`config.mk`:
```
export PLATFORM = sky130hd
export DESIGN_NAME = fetch_stage
export DESIGN_NICKNAME = d
export VERILOG_FILES = /design/src/rtl/fetch_stage.sv
export SDC_FILE = /design/constraint.sdc
export NUM_CORES = 1
export LEC_CHECK = 0
export CAP_MARGIN = 20
export CORE_ASPECT_RATIO = 1.25
export CORE_MARGIN = 4
export CORE_UTILIZATION = 46
export CTS_CLUSTER_DIAMETER = 30
export CTS_CLUSTER_SIZE = 24
export DETAILED_ROUTE_END_ITERATION = 16
export PLACE_DENSITY = 0.87
export REMOVE_ABC_BUFFERS = 1
export SLEW_MARGIN = 30
export SYNTH_ARGS = -nofsm -noshare
export SYNTH_HDL_FRONTEND = slang
export SYNTH_SLANG_ARGS = --single-unit
```
`constraint.sdc`:
```
create_clock -name clk -period 4.9 [get_ports clk]
set_input_delay 0.98 -clock clk [delete_from_list [all_inputs] [get_ports clk]]
set_output_delay 0.98 -clock clk [all_outputs]
set_load 0.005 [all_outputs]
```
`src/rtl/fetch_stage.sv`:
```
// fetch_stage: RV32I instruction fetch with one-entry skid buffer, redirect squash and IF/ID register
package rv32i_pkg;
   typedef enum logic [6:0] {
      OP_LOAD   = 7'b0000011,
      OP_FENCE  = 7'b0001111,
      OP_IMM    = 7'b0010011,
      OP_AUIPC  = 7'b0010111,
      OP_STORE  = 7'b0100011,
      OP_REG    = 7'b0110011,
      OP_LUI    = 7'b0110111,
      OP_BRANCH = 7'b1100011,
      OP_JALR   = 7'b1100111,
      OP_JAL    = 7'b1101111,
      OP_SYSTEM = 7'b1110011
   } rv32i_opcode_t;
endpackage

module fetch_stage
   import rv32i_pkg::*;
#(
   parameter logic [31:0] RESET_PC  = 32'h0000_0060,
   parameter logic [31:0] NOP_INSTR = 32'h0000_0013
) (
   input  logic          clk,
   input  logic          rst,
   output logic          inst_read,
   output logic [31:0]   inst_addr,
   input  logic [31:0]   inst_rdata,
   input  logic          inst_resp,
   input  logic          id_stall,
   input  logic          redirect,
   input  logic [31:0]   redirect_target,
   output logic          id_valid,
   output logic [31:0]   id_pc,
   output logic [31:0]   id_instr,
   output rv32i_opcode_t id_opcode,
   output logic [2:0]    id_funct3,
   output logic [6:0]    id_funct7
);
   typedef enum logic [1:0] {FETCH, HOLD, SQUASH} state_t;
   state_t      state_q;
   logic [31:0] pc_q, pend_q, skid_q, id_pc_q, id_instr_q, tgt_d;
   logic        id_valid_q, accept;
   assign accept    = !id_valid_q || !id_stall;
   assign tgt_d     = {redirect_target[31:2], 2'b00};
   assign inst_read = !rst && state_q != HOLD;
   assign inst_addr = pc_q;
   assign id_valid  = id_valid_q;
   assign id_pc     = id_pc_q;
   assign id_instr  = id_instr_q;
   assign id_opcode = rv32i_opcode_t'(id_instr_q[6:0]);
   assign id_funct3 = id_instr_q[14:12];
   assign id_funct7 = id_instr_q[31:25];
   always_ff @(posedge clk or posedge rst) begin
      if (rst) begin
         state_q    <= FETCH;
         pc_q       <= RESET_PC;
         pend_q     <= '0;
         skid_q     <= '0;
         id_valid_q <= 1'b0;
         id_pc_q    <= '0;
         id_instr_q <= NOP_INSTR;
      end else if (redirect) begin
         id_valid_q <= 1'b0;
         id_instr_q <= NOP_INSTR;
         // an unanswered request must still complete, so park the target until it does
         if (state_q != HOLD && !inst_resp) begin
            pend_q  <= tgt_d;
            state_q <= SQUASH;
         end else begin
            pc_q    <= tgt_d;
            state_q <= FETCH;
         end
      end else begin
         case (state_q)
            FETCH: begin
               if (inst_resp) begin
                  pc_q <= pc_q + 32'd4;
                  if (accept) begin
                     id_valid_q <= 1'b1;
                     id_pc_q    <= pc_q;
                     id_instr_q <= inst_rdata;
                  end else begin
                     skid_q  <= inst_rdata;
                     state_q <= HOLD;
                  end
               end else if (accept) begin
                  id_valid_q <= 1'b0;
                  id_instr_q <= NOP_INSTR;
               end
            end
            HOLD: begin
               if (accept) begin
                  id_valid_q <= 1'b1;
                  id_pc_q    <= pc_q - 32'd4;
                  id_instr_q <= skid_q;
                  state_q    <= FETCH;
               end
            end
            SQUASH: begin
               if (inst_resp) begin
                  pc_q    <= pend_q;
                  state_q <= FETCH;
               end
            end
            default: state_q <= FETCH;
         endcase
      end
   end
endmodule

```
==> flow_summary.toml, run 1 <==
[synthesis]
synth_enable_flop_cells = 0
syn_area_sq_um = 8000
synth_flop_cell = "dfrtp_1"
syn_avg_cell_area_sq_um = 9.53
synth-seq-area-share = 0.492
ys_ff_latch = 157
synth_cell_types = 53
synthArstFlopShare = 1.00
ys.warnings.count = 0
netlist_instances = 840

[clock_tree]
insertion_delay_ps = 430
root_buffer = "clkbuf_16"
postCtsResizedCells = 0
clock_path_buffers = 2
path_clk_slew_ps = 60
ctsHoldBuffers = 0
cts_made_buffers = 17
cts_tree = "done"
post_cts_buffers = 0
htreeDepth = 4
clock-sinks = 157

[place]
place.gp.congestion = 0.904
dpl.hpwl_microns = 15200
place_inst = 1164
io_buffer_count = 177

[worst_hold_path]
min_to = "id_pc[12]$_DFFE_PP0P_"
holdPathStages = 2
hp-start = "id_pc[12]$_DFFE_PP0P_"
hold_class = "flop to flop"

[global_route]
top_usage_layer = "met2"
grt_util_all_layers = 0.222
use_met2 = 0.378
use_met1 = 0.265
grt_max_degree = 97
grt_pass1_vias = 6771
overflow = 0
antenna_found_initial = 0
grt.met3_usage = 0.0474
grt_pass1_wl_microns = 35000

[timing]
holdWs_ps = 479
rsz0062_at_grt = "false"
clock_skew_ps = 15.9
worst_pin_slew_ps = 830
fin_crit_sh = 0.637
max_freq_mhz = 320
slew_headroom = 0.442
finalCriticalPeriod_ps = 3120
setup_viol = 0
fin_tns_setup_ps = 0
maxSlewViolCount = 0
final_hold_viol_count = 0

[setup_path]
r2r-start = "inst_addr[7]$_DFFE_PP0P_"
cp.arrival_ps = 2140
required_ps = 3920
critPathLaunchType = "primary input"
rr_worst_depth = 5
crit_path_end_kind = "output pin"
crit_type = "primary input to output pin"
r2r_end = "id_pc[29]$_DFFE_PP0P_"
regToRegSetupSlack_ps = 2170
crit_fanout = 2

[die]
die_h_microns = 155
coreArea_sq_um = 17000
num_rows = 53
io_pins = 184
die-area_sq_um = 19600
die_w_microns = 126
initial_core_util = 0.471

[power_and_ir_drop]
p_leak_uw = 0.00429
power.density_nw_per_um2 = 369
peakVddDrop_mv = 0.258

[route]
drt-pass1-iter-count = 7
vias = 6896
wire_per_inst_microns = 18.5
first_iter_violations = 589
detail-route-antenna-nets = 0
route.detailed.drc = 0
vias_per_cell = 5.77
wl_microns = 22100

[cells_and_area]
n_antenna_cell = 0
nets = 1034
fin_util = 0.610
fin_cells = 1196
drive_above_1_share = 0.131
area_delta_synth_final_pct = 29.3

[status]
status = "finished, final reports clean"

[flow_run]
drv_cap = 0
==> final cells by class <==
class,instances,area [sq um]
Fill cell,1381,6630
Sequential cell,157,3940
Multi-Input combinational cell,587,3640
Timing Repair Buffer,193,1900
Clock buffer,17,425
Tap cell,220,275
Clock inverter,15,140
Inverter,7,33.8
==> synth_stat cells (7+ instances only) <==
library cell  instances  area [sq um]
a21oi_1              43           215
a31oi_1              17           106
and3_1               33           206
buf_4                21           158
clkbuf_1             63           236
dfrtp_1             152          3800
inv_1                 7          26.3
mux2_2               62           698
mux2i_1              15           150
nand2_1             113           424
nand3_1              16          80.1
nand4_1              12          75.1
nor2_1               47           176
nor3_1                8          40.0
nor4_1               18           113
o21ai_0             100           500
xnor2_1              24           210
xor2_1               11          96.3
==> cells by family (layout without fill, tap and decap cells) <==
| family | after synthesis | count (layout) | share of synthesized area |
|---|---|---|---|
| AND/OR/NAND/NOR | 272 | 272 | 0.161 |
| flip-flops | 157 | 157 | 0.492 |
| multiplexers | 77 | 77 | 0.106 |
| other | 1 | 4 | 0.000469 |
| XOR/XNOR | 35 | 35 | 0.0383 |
| AO/OA/AOI/OAI | 197 | 197 | 0.141 |
| adder cells (fa/ha/maj) | 2 | 2 | 0.00313 |
| buffers and inverters | 99 | 232 | 0.0577 |
==> state kept, by name (all words and copies together) (netlist names) <==
signal     flops
id_instr      32
skid_q        32
id_pc         30
inst_addr     30
pend_q        30
state_q        2
id_valid       1
==> placed cells by master, fill, tap and decap left out, drive strengths merged, types with 2 or more instances in the layout <==
master         synthesis  layout
o221ai                 2       2
and4                   2       2
nor4                  18      18
a211oi                 5       5
o2bb2ai                4       4
or2                    3       3
a31oi                 17      17
nor3b                  2       2
nand3                 16      16
clkbuf                63      17
clkinv                 0       9
or3                    5       5
o21ai                101     101
dfrtp                152     152
dfstp                  5       5
a221oi                 3       3
mux2                  62      62
nor3                   8       8
a21oi                 43      43
o211ai                 5       5
nand2b                 5       5
mux2i                 15      15
nor2b                  2       2
o31ai                  2       2
conb                   1       4
nand4                 12      12
inv                    7      11
nor2                  47      47
and3                  33      33
ha                     2       2
xnor2                 24      24
buf                   29      17
xor2                  11      11
clkdlybuf4s50          0     176
o31a                   2       2
nand2                113     113
or4                    5       5
a22o                   2       2
==> per-stage QoR <==
step | area, sq um | power, uW | setup slack [ps]
3_3_place_gp | 9780 | 2520 | 1460
2_1_floorplan | 7580 | 2070 | -1450
4_1_cts | 10300 | 3830 | 1810
5_1_grt | 10300 | 3990 | 1680
6_report | 10300 | 3820 | 1780
3_5_place_dp | 9780 | 2560 | 1420
==> critical path, cell delays in order <==
cell             delay (ps)
clkdlybuf4s50_1         510
nor2_1                  150
clkdlybuf4s50_1         510
==> layer usage <==
metal / wire length, microns / vias to the layer above
met3: 1470 / 60
met5: 0 / -
met2: 11100 / 297
met1: 8680 / 3345
li1: - / 3194
met4: 811 / 0
==> where the power goes <==
part	switching, uW	leakage [uW]	internal, uW	total (uW)
Clock	563	0.000278	706	1270
Sequential	217	0.00197	1520	1740
Combinational	343	0.00204	466	809
==> how the worst max path moves through the flow <==
stage | startpoint | to | slack [ps] | depth (start not counted)
finish | rst | inst_read | 1780 | 3
global route | inst_resp | id_pc[31]$_DFFE_PP0P_ | 1680 | 5
CTS | rst | inst_read | 1810 | 3
detailed placement | inst_resp | id_pc[31]$_DFFE_PP0P_ | 1420 | 5
global placement | inst_resp | id_pc[31]$_DFFE_PP0P_ | 1460 | 5
floorplan | state_q[1]$_DFFE_PP0P_ | skid_q[0]$_DFFE_PP0P_ | -1450 | 4
Power figures use the tool's default switching activity.
==> run 2, diff against run 1 <==
--- a/config.mk
+++ b/config.mk
@@ -8,11 +8,11 @@
 export CAP_MARGIN = 20
 export CORE_ASPECT_RATIO = 1.25
 export CORE_MARGIN = 4
-export CORE_UTILIZATION = 46
+export CORE_UTILIZATION = 50
 export CTS_CLUSTER_DIAMETER = 30
 export CTS_CLUSTER_SIZE = 24
 export DETAILED_ROUTE_END_ITERATION = 16
-export PLACE_DENSITY = 0.87
+export PLACE_DENSITY = 0.9
 export REMOVE_ABC_BUFFERS = 1
 export SLEW_MARGIN = 30
 export SYNTH_ARGS = -nofsm -noshare
==> constraint.sdc (replaced) <==
create_clock -name clk -period 2.89 [get_ports clk]
set_input_delay 0.578 -clock clk [delete_from_list [all_inputs] [get_ports clk]]
set_output_delay 0.578 -clock clk [all_outputs]
set_load 0.005 [all_outputs]
==> run 2 against run 1 <==
Clock power up 73%; worst hold slack better by 1.5 ps; first-iteration DRC count is 1.4% higher; flip-flop and latch count stayed put; largest cell class unchanged.
==> flow_summary.toml, run 2 (same netlist as run 1, synthesis figures left out) <==
[clock_tree]
clock_path_buffers = 2
ctsHoldBuffers = 0
post_cts_buffers = 0
htreeDepth = 4
clock-sinks = 157
insertion_delay_ps = 440
postCtsResizedCells = 0
path_clk_slew_ps = 70
root_buffer = "clkbuf_16"
cts_made_buffers = 17
cts_tree = "done"

[route]
drt-pass1-iter-count = 5
vias = 7186
vias_per_cell = 5.91
detail-route-antenna-nets = 0
wire_per_inst_microns = 18.4
first_iter_violations = 597
wl_microns = 22400
route.detailed.drc = 0

[die]
io_pins = 184
coreArea_sq_um = 15600
die_w_microns = 121
initial_core_util = 0.512
die_h_microns = 149
num_rows = 51
die-area_sq_um = 18100

[timing]
finalCriticalPeriod_ps = 2550
rsz0062_at_grt = "false"
fin_crit_sh = 0.882
clock_skew_ps = 18.0
max_freq_mhz = 392
maxSlewViolCount = 0
slew_headroom = 0.531
setup_viol = 0
final_hold_viol_count = 0
holdWs_ps = 480
worst_pin_slew_ps = 697

[power_and_ir_drop]
peakVddDrop_mv = 0.426
p_leak_uw = 0.00444
power.density_nw_per_um2 = 623

[flow_run]
drv_cap = 0

[global_route]
overflow = 0
use_met2 = 0.420
grt_pass1_wl_microns = 35800
use_met1 = 0.308
antenna_found_initial = 0
grt_pass1_vias = 7024
grt.met3_usage = 0.0510
grt_util_all_layers = 0.250
top_usage_layer = "met2"
grt_max_degree = 57

[setup_path]
cp.arrival_ps = 1970
rr_worst_depth = 5
crit_path_end_kind = "output pin"
critPathLaunchType = "flop"
crit_type = "flop to output pin"
regToRegSetupSlack_ps = 460
required_ps = 2310
slowest_stage = "dfrtp_1"
cpPeakStageDelay_ps = 550
path_cells = "nor2b_2 -> nor2_1 -> clkdlybuf4s50_1"
crit_fanout = 11

[cells_and_area]
area_delta_synth_final_pct = 32.2
final_common_cell = "clkdlybuf4s50_1"
drive_above_1_share = 0.155
fin_util = 0.677
nets = 1062
final_cell_mix = "clkdlybuf4s50_1 (176), dfrtp_1 (152), nand2_1 (113), o21ai_0 (100), mux2_2 (62)"
n_antenna_cell = 0

[place]
dpl.hpwl_microns = 15900
place.gp.congestion = 0.907
io_buffer_count = 177

[worst_hold_path]
holdPathStages = 2
hold_class = "flop to flop"

[status]
status = "finished, final reports clean"
-- run 2: cell types whose count changed in the layout (fill, tap and decap cells not counted) --
cell and change:
buf_4 +26, inv_8 +1, clkinv_2 -2, clkinvlp_4 +1, clkinv_4 -4, inv_6 +4
buf_12 +2
-- run 2: report_power, final --
group | internal [uW] | switching, uW
Combinational | 843 | 674
Clock | 1220 | 987
Sequential | 2580 | 298
-- run 2: cell type report --
type                       count  area, sq um
fill                        1120         5050
sequential                   157         3940
timing repair buffer         221         2130
multi-input combinational    587         3640
clock buffer                  17          425
tap                          212          265
inverter                       7         31.3
clock inverter                15          151
-- run 2: through the flow --
step                      setup TNS [ps]  power (uW)  cells  setup slack [ps]  area, sq um
final                                  0        6590   1216               341        10600
after global routing                   0        6910   1216               233        10600
after global placement                 0        4340   1184               445        10000
after detailed placement               0        4420   1184               392        10000
after floorplan                  -428050        3510    751             -3460         7580
after CTS                              0        6630   1216               331        10600
-- run 2: layer usage --
metal,part of all wire,vias up
met5,0,-
met4,0.038,0
met3,0.066,73
met2,0.50,331
met1,0.40,3533
li1,-,3249
-- run 2: worst paths after layout --
kind                                           start                        to
hold / removal                 id_pc[26]$_DFFE_PP0P_     id_pc[26]$_DFFE_PP0P_
min in group asynchronous                        rst  id_instr[20]$_DFFE_PP0P_
setup / recovery              state_q[0]$_DFFE_PP0P_                 inst_read
hold reg to reg                id_pc[26]$_DFFE_PP0P_     id_pc[26]$_DFFE_PP0P_
max in group asynchronous                        rst  inst_addr[6]$_DFFE_PP1P_
setup reg to reg           inst_addr[22]$_DFFE_PP0P_     id_pc[29]$_DFFE_PP0P_
-- run 2: critical path, delay by kind of cell, from the launching register on --
kind / cells / cell delay, ps
DFF: 1 / 550
and+or+nand+nor: 2 / 530
buffers and inverters: 1 / 450
